## src/rtl/serial_add_ctrl.sv

```systemverilog
// serial_add_ctrl: digit-serial adder sequencer.
// One CHUNK-wide ripple slice (half-adder pairs) is iterated over the operand
// words, one slice per clock, with the slice carry held in a register between
// iterations. A start/busy/done handshake frames each addition.
module serial_add_ctrl #(
  parameter int WIDTH = 64,
  parameter int CHUNK = 8
) (
  input  logic             clk,
  input  logic             rst,
  input  logic             start,
  input  logic [WIDTH-1:0] a,
  input  logic [WIDTH-1:0] b,
  input  logic             c_in,
  output logic             busy,
  output logic             done,
  output logic [WIDTH-1:0] sum,
  output logic             c_out,
  output logic             overflow
);

  localparam int N     = WIDTH / CHUNK;
  localparam int IDX_W = (N > 1) ? $clog2(N) : 1;
  localparam logic [IDX_W-1:0] LAST_IDX = IDX_W'(N - 1);

  localparam logic [1:0] ST_IDLE = 2'd0;
  localparam logic [1:0] ST_RUN  = 2'd1;
  localparam logic [1:0] ST_DONE = 2'd2;

  logic [1:0]       state;
  logic [IDX_W-1:0] idx;
  logic             carry;
  logic [WIDTH-1:0] a_r;
  logic [WIDTH-1:0] b_r;
  int               base;

  logic [CHUNK-1:0] a_sl;
  logic [CHUNK-1:0] b_sl;
  logic [CHUNK-1:0] sl_sum;
  logic             sl_cy;
  logic             sl_msb_cin;
  logic             c_rip;
  logic             hs;
  logic             hc;

  // Bit offset of the slice being worked on this cycle.
  assign base = int'(idx) * CHUNK;
  assign a_sl = a_r[base +: CHUNK];
  assign b_sl = b_r[base +: CHUNK];

  assign busy = (state != ST_IDLE);
  assign done = (state == ST_DONE);

  // Ripple slice: per bit, a half adder on a/b, then a half adder folding in
  // the incoming carry; the two half-adder carries are ORed. The carry into
  // the top bit is kept so the last slice can form signed overflow.
  always_comb begin
    c_rip      = carry;
    sl_sum     = '0;
    sl_msb_cin = carry;
    hs         = 1'b0;
    hc         = 1'b0;
    for (int i = 0; i < CHUNK; i++) begin
      hs        = a_sl[i] ^ b_sl[i];
      hc        = a_sl[i] & b_sl[i];
      sl_sum[i] = hs ^ c_rip;
      if (i == CHUNK - 1) sl_msb_cin = c_rip;
      c_rip     = hc | (hs & c_rip);
    end
    sl_cy = c_rip;
  end

  // Operand capture on acceptance; pure data, so no reset is needed.
  always_ff @(posedge clk) begin
    if (state == ST_IDLE && start) begin
      a_r <= a;
      b_r <= b;
    end
  end

  // Sequencer: accept in IDLE, one slice per cycle in RUN, one-cycle DONE.
  always_ff @(posedge clk) begin
    if (rst) begin
      state    <= ST_IDLE;
      idx      <= '0;
      carry    <= 1'b0;
      sum      <= '0;
      c_out    <= 1'b0;
      overflow <= 1'b0;
    end else begin
      case (state)
        ST_IDLE: begin
          if (start) begin
            carry    <= c_in;
            idx      <= '0;
            sum      <= '0;
            c_out    <= 1'b0;
            overflow <= 1'b0;
            state    <= ST_RUN;
          end
        end
        ST_RUN: begin
          sum[base +: CHUNK] <= sl_sum;
          carry              <= sl_cy;
          if (idx == LAST_IDX) begin
            c_out    <= sl_cy;
            overflow <= sl_msb_cin ^ sl_cy;
            state    <= ST_DONE;
          end else begin
            idx <= idx + 1'b1;
          end
        end
        ST_DONE: state <= ST_IDLE;
        default: state <= ST_IDLE;
      endcase
    end
  end

endmodule

```

## config.mk

```make
export PLATFORM = sky130hd
export DESIGN_NAME = serial_add_ctrl
export DESIGN_NICKNAME = d
export VERILOG_FILES = /design/src/rtl/serial_add_ctrl.sv
export SDC_FILE = /design/constraint.sdc
export NUM_CORES = 1
export LEC_CHECK = 0
export CAP_MARGIN = 25
export CORE_ASPECT_RATIO = 1.75
export CORE_MARGIN = 2
export CORE_UTILIZATION = 48
export DETAILED_ROUTE_END_ITERATION = 7
export PLACE_DENSITY = 0.78
export SLEW_MARGIN = 10
export SYNTH_ARGS = -nofsm -noshare
export SYNTH_HDL_FRONTEND = slang
export SYNTH_SLANG_ARGS = --single-unit
```

## constraint.sdc

```tcl
create_clock -name clk -period 7.5 [get_ports clk]
set_clock_uncertainty 0.1 [all_clocks]
set_input_delay 1.5 -clock clk [delete_from_list [all_inputs] [get_ports clk]]
set_output_delay 1.5 -clock clk [all_outputs]
set_load 0.03 [all_outputs]
```

==> metrics, run 1 <==
outcome=finished, final reports clean; TritonRoute pass-1 iters=4; fin crit period=5.78 ns; Cell Area, Synth=7910 µm²; crit path DAT=6.03 ns; Worst-Margin Slew=1.00 ns; CP max FO=38; Startpoint Class=flip-flop; Max-Cap Viols=0; synthesized area per cell=about 17 µm²; Sw Share=0.244; post_cts resized=0; CTS sink cnt=200; HP Start=sum[17]; Min-Delay Path Class=flip-flop to flip-flop; Total Wirelength=18200 µm; Total Power=~2.5 mW; RR Startpoint=idx[1]; H-tree Lvls=4; DIE AREA=17600 µm²; largest net degree at the start of global routing=153; Post-Synthesis Cells=479; vias per cell=5.65; # rows=62; number of synthesized flops with an enable pin=128; slack of the worst reg-to-reg path=between 1.5 and 2 ns; die height=about 170 µm; Yosys cell types=47; initial antenna violation count=0; synth warn=0; hold path endpoint=sum[17]; pwr dens=around 230 nW/µm²; Worst R2R Path Depth=15; Int Power=1.87 mW; Initial DRC Count=261; final setup violation count=0; final hold violations=0; clock latency at the later pin of the worst-skew pair=0.43 ns; final antenna-violating net count=0; GRT Total Usage=0.209; Avg WL per Cell=20.8 µm; Total Nets Final=~800; Sequential Power Share=0.507; DRC errors left=0; asr flop ratio synth=0; fillcell total=roughly 1.2k; CP Launch Point=idx[1]; chip width=101 µm; CTS root buf=clkbuf_16; hold buffer count at CTS=0; period utilisation layout=0.771; Core ar.=16300 µm²; worst vdd ir=0.162 mV; Data required, critical path=7.75 ns; CTS Buf Count=17; switching pwr=approximately 0.60 mW; Clk network pwr share=0.371; Max Slew Vio Count=0; Seq cells post-synth=200; Clock Path Buffers=2; total negative slack=0 ns; fmax=roughly 0.17 GHz; vias=4942; worst setup path category=flip-flop to flip-flop; GRT Residual Overflow=0; leak pwr=3.64 nW; unrepaired setup endpoints after global routing=no; CTS tree=built; ys flop type=edfxtp_1; Critical Path End Type=flip-flop; Layout area overhead=33.8%; Setup Buffers After CTS=0; logic gate share of total power=0.122; vias in the first global route=approximately 5.2k; proportion of layout cells with a drive suffix above 1=0.129; Top Ports=200; Reg-to-Reg End=overflow; gpl congestion=0.859; total nets after synthesis=626; I/O Buffers=199; CTS clk-pin slew, worst paths=0.07 ns; first-pass GRT wire length=27400 µm; Initial Util=0.485; Slew headroom=0.332; hold path depth=1; Seq/Total Area, Yosys=0.668; DP HPWL=13500 µm; Ant. Diodes=0
[worst max path at each step]
stage          slack [ns]       end  depth (start not counted)
4_1_cts              1.67   sum[39]                         14
3_3_place_gp         1.83   sum[39]                         14
3_5_place_dp         1.70   sum[39]                         14
2_1_floorplan        2.48  overflow                         16
5_1_grt              1.41   sum[39]                         14
6_report             1.72  overflow                         15
[flip-flops by register name, summed over array words and instances (netlist names)]
signal	count
c_out	1
carry	1
overflow	1
idx	3
sum	64
state	2
b_r	64
a_r	64
[power by group through the flow]
stage | combinational [mW] | clock [mW] | sequential, mW
after global placement | 0.298 | 0 | 1.28
after global routing | 0.325 | 0.975 | 1.26
after detailed placement | 0.304 | 0 | 1.28
after floorplan | 0.168 | 0 | 1.27
after CTS | 0.305 | 0.926 | 1.26
final | 0.303 | 0.918 | 1.26
[critical path: stages (launching register included)]
cell and delay (ns):
dfxtp_2 0.99, mux4_2 0.37, nor2_1 0.05, a221oi_1 0.31
fa_1 0.27, inv_1 0.06, fa_1 0.37, fa_1 0.39
fa_1 0.39, fa_1 0.39, fa_1 0.43, fa_1 0.44
fa_1 0.44, xnor2_1 0.14, or4_1 0.41, a21oi_1 0.15
[Yosys cell counts, types with 10 or more instances]
cell / n / share of area
edfxtp_1: 128 / 0.49
dfxtp_1: 72 / 0.18
a22o_1: 40 / 0.044
mux2i_1: 33 / 0.042
nor3b_1: 20 / 0.019
mux2_2: 16 / 0.023
mux4_2: 16 / 0.046
o21ai_0: 15 / 0.0095
a22oi_1: 14 / 0.013
nor2_1: 12 / 0.0057
buf_2: 10 / 0.0063
[cell families (layout without fill, tap and decap cells)]
| group | count (synthesis) | count (layout) | share of synthesized area |
|---|---|---|---|
| muxes | 65 | 65 | 0.110 |
| and+or+nand+nor | 67 | 67 | 0.0593 |
| DFF | 200 | 200 | 0.668 |
| xor gates and xnor gates | 1 | 1 | 0.00111 |
| adders and majority gates | 15 | 15 | 0.0313 |
| buffers and inverters | 37 | 241 | 0.0264 |
| AOI/OAI and AO/OA | 94 | 94 | 0.103 |
[per-stage QoR]
step                      cells  instance area [µm²]  hold WS, ns  worst slack, ns  utilization
after floorplan             479                 7910        0.369             2.48            -
after global placement      843                 9990        0.354             1.83        0.613
after detailed placement    843                 9990        0.351             1.70        0.613
after CTS                   875                10600        0.371             1.67        0.649
after global routing        875                10600        0.383             1.41        0.649
final                       875                10600        0.372             1.72        0.649
[layer usage]
| metal | vias up | GRT usage | part of all wire |
|---|---|---|---|
| li1 | 2274 | - | - |
| met1 | 2443 | 0.220 | 0.35 |
| met2 | 196 | 0.396 | 0.58 |
| met3 | 29 | 0.0431 | 0.044 |
| met4 | 0 | 0.0828 | 0.023 |
| met5 | - | 0 | 0 |
[layout by cell type, fill, tap and decap left out, types with 9 or more instances in the layout]
| master | netlist | routed |
|---|---|---|
| o2bb2ai_1 | 9 | 9 |
| mux2_2 | 16 | 16 |
| clkdlybuf4s50_1 | 0 | 198 |
| nor2_1 | 12 | 11 |
| nor3b_1 | 20 | 20 |
| mux4_2 | 16 | 16 |
| a22oi_1 | 14 | 14 |
| a22o_1 | 40 | 40 |
| dfxtp_1 | 72 | 70 |
| o21ai_0 | 15 | 15 |
| mux2i_1 | 33 | 33 |
| clkbuf_16 | 0 | 17 |
| edfxtp_1 | 128 | 128 |
[area by class of cell]
cell class	count	area [µm²]	area share
inverter	9	46.3	0.00438
tap	192	240	0.0227
clock inverter	15	166	0.0157
clock buffer	17	425	0.0402
sequential	200	5290	0.500
multi-input combinational	242	2420	0.229
timing repair buffer	200	1990	0.189
No activity file was read; power rests on OpenSTA's default activity.
==> run 2: changes to the inputs <==
--- a/config.mk
+++ b/config.mk
@@ -8,9 +8,9 @@
 export CAP_MARGIN = 25
 export CORE_ASPECT_RATIO = 1.75
 export CORE_MARGIN = 2
-export CORE_UTILIZATION = 48
+export CORE_UTILIZATION = 44
 export DETAILED_ROUTE_END_ITERATION = 7
-export PLACE_DENSITY = 0.78
+export PLACE_DENSITY = 0.76
 export SLEW_MARGIN = 10
 export SYNTH_ARGS = -nofsm -noshare
 export SYNTH_HDL_FRONTEND = slang
==> constraint.sdc (replaced) <==
create_clock -name clk -period 5 [get_ports clk]
set_clock_uncertainty 0.1 [all_clocks]
set_input_delay 1 -clock clk [delete_from_list [all_inputs] [get_ports clk]]
set_output_delay 1 -clock clk [all_outputs]
set_load 0.03 [all_outputs]
==> metrics, run 2 (synthesis results as in run 1) <==
DIE AREA=19100 µm² (+8.8%); Worst-Margin Slew=0.949 ns (-0.0527 ns); fmax=0.207 GHz (+20%); GRT Residual Overflow=0 (unchanged); gpl congestion=0.832 (-3.2%); # rows=64 (+3.2%); outcome=finished, final reports clean; Clock Path Buffers=2 (unchanged); placed insts=893 (+5.9%); first-pass GRT wire length=28600 µm (+4.4%); Initial Util=0.451 (-0.0345); crit path DAT=5.07 ns (-0.96 ns); H-tree Lvls=4 (unchanged); Critical Path End Type=flip-flop; Slew headroom=0.367 (+0.0351); Max Slew Vio Count=0 (unchanged); I/O Buffers=199 (unchanged); period utilisation layout=0.965 (+0.194); initial antenna violation count=1 (+1); worst setup path category=flip-flop to flip-flop; CTS Buf Count=17 (unchanged); vias per cell=5.34 (-5.4%); DP HPWL=13900 µm (+3.2%); Layout Cells excl Fill=927 (+5.9%); CTS sink cnt=200 (unchanged); clock latency at the later pin of the worst-skew pair=0.43 ns (about the same); met1 Usage GRT=0.202 (-0.0180); fillcell total=1328 (+14%); vias=4954 (+0.24%); leading registers by flop count=a_r: 64 flops, b_r: 64 flops, sum: 64 flops; vias in the first global route=5280 (+1.1%); most common cell after layout, fill and taps aside=clkdlybuf4s50_1; global routing's busiest layer=met2; TritonRoute pass-1 iters=5 (+1); fin crit period=4.82 ns (-0.960 ns); Total Nets Final=829 (+1.5%); final setup violation count=0 (unchanged); GRT Total Usage=0.200 (-0.00989); Total Wirelength=18700 µm (+2.7%); die height=181 µm (+4.3%); Avg WL per Cell=20.2 µm (-3.1%); Startpoint Class=flip-flop; CTS tree=built; Min-Delay Path Class=flip-flop to flip-flop; final hold violations=0 (unchanged); final antenna-violating net count=0 (unchanged); CTS clk-pin slew, worst paths=0.07 ns (about the same); proportion of layout cells with a drive suffix above 1=0.155 (+0.0266); Total Power=3.72 mW (+50%); pwr dens=346 nW/µm² (+48%); Max-Cap Viols=0 (unchanged); leak pwr=3.71 nW (+1.9%); GRT met2 Usage=0.391 (-0.00459); Initial DRC Count=283 (+8.4%); most frequent cells in the layout=clkdlybuf4s50_1, edfxtp_1, dfxtp_1, a22o_1, mux2i_1; Top Ports=200 (unchanged); largest net degree at the start of global routing=153 (unchanged); worst vdd ir=0.207 mV (+28%); Data required, critical path=5.25 ns (-2.50 ns); global routing usage on met3=0.0321 (-0.0110); DRC errors left=0 (unchanged); CTS root buf=clkbuf_16; CP max FO=6 (-84%); Layout area overhead=35.8%; Core ar.=17500 µm² (+7.6%); chip width=105 µm (+4.3%)
run 2: cell types whose count changed in the layout (fill, tap and decap cells not counted), sizes merged:
cell and delta:
bufinv -1, buf +12, inv -1, clkinvlp -2, diode +1, clkbuf +4
run 2: worst max-delay path, stage by stage (launching register included):
cell and delay [ns]:
dfxtp_2 0.36, mux4_2 0.33, nor2_1 0.05, a221oi_2 0.27, fa_2 0.27, inv_1 0.05
fa_1 0.38, fa_2 0.35, fa_1 0.39, fa_1 0.39, fa_2 0.36, fa_2 0.39
fa_2 0.37, xnor2_1 0.13, or4_1 0.40, a21oi_1 0.14
run 2: path summary, 6_finish.rpt:
| check | endpoint | slack [ns] | from | cells after the start |
|---|---|---|---|---|
| worst min-delay path | sum[17] | 0.37 | sum[17] | 1 |
| worst max register to register | overflow | 0.18 | idx[0] | 15 |
| worst min register to register | sum[17] | 0.37 | sum[17] | 1 |
| worst max-delay path | overflow | 0.18 | idx[0] | 15 |
run 2: layer usage:
metal,vias up,wire (µm)
met5,-,0
met4,0,549
met3,29,747
met2,177,11000
met1,2458,6380
li1,2290,-
run 2: power by group:
group	internal, mW	switching [mW]	leakage [nW]
sequential	1.85	0.0257	1.81
combinational	0.232	0.260	1.61
clock	0.734	0.619	0.293
total	2.81	0.905	3.71
run 2: final cells by class:
class	count	area (µm²)	share of cell area
inverters	9	46.3	0.00431
clock buffers	21	485	0.0452
multi-input cells	242	2450	0.228
well taps	231	289	0.0269
flip-flops and latches	200	5290	0.492
diodes	1	2.50	0.000233
clock inverters	11	100	0.00932
repair buffers	212	2080	0.194
run 2: repair_timing:
item / in CTS / in global routing
resized for setup: 3 / 7
setup endpoints to repair: 8 / 5
hold buffers: 0 / 0
pin swaps: 0 / 2
setup buffers: 0 / 1
run 2: metrics by stage:
stage	setup slack (ns)	TNS [ns]	cell area, µm²	hold WS (ns)	utilization
floorplan	0.0109	0	7910	0.369	-
global placement	0.0184	0	10100	0.358	0.577
detailed placement	-0.150	-0.914	10100	0.354	0.577
CTS	0.0119	0	10700	0.371	0.611
global route	-0.0104	-0.0104	10700	0.390	0.613
finish	0.176	0	10700	0.371	0.613
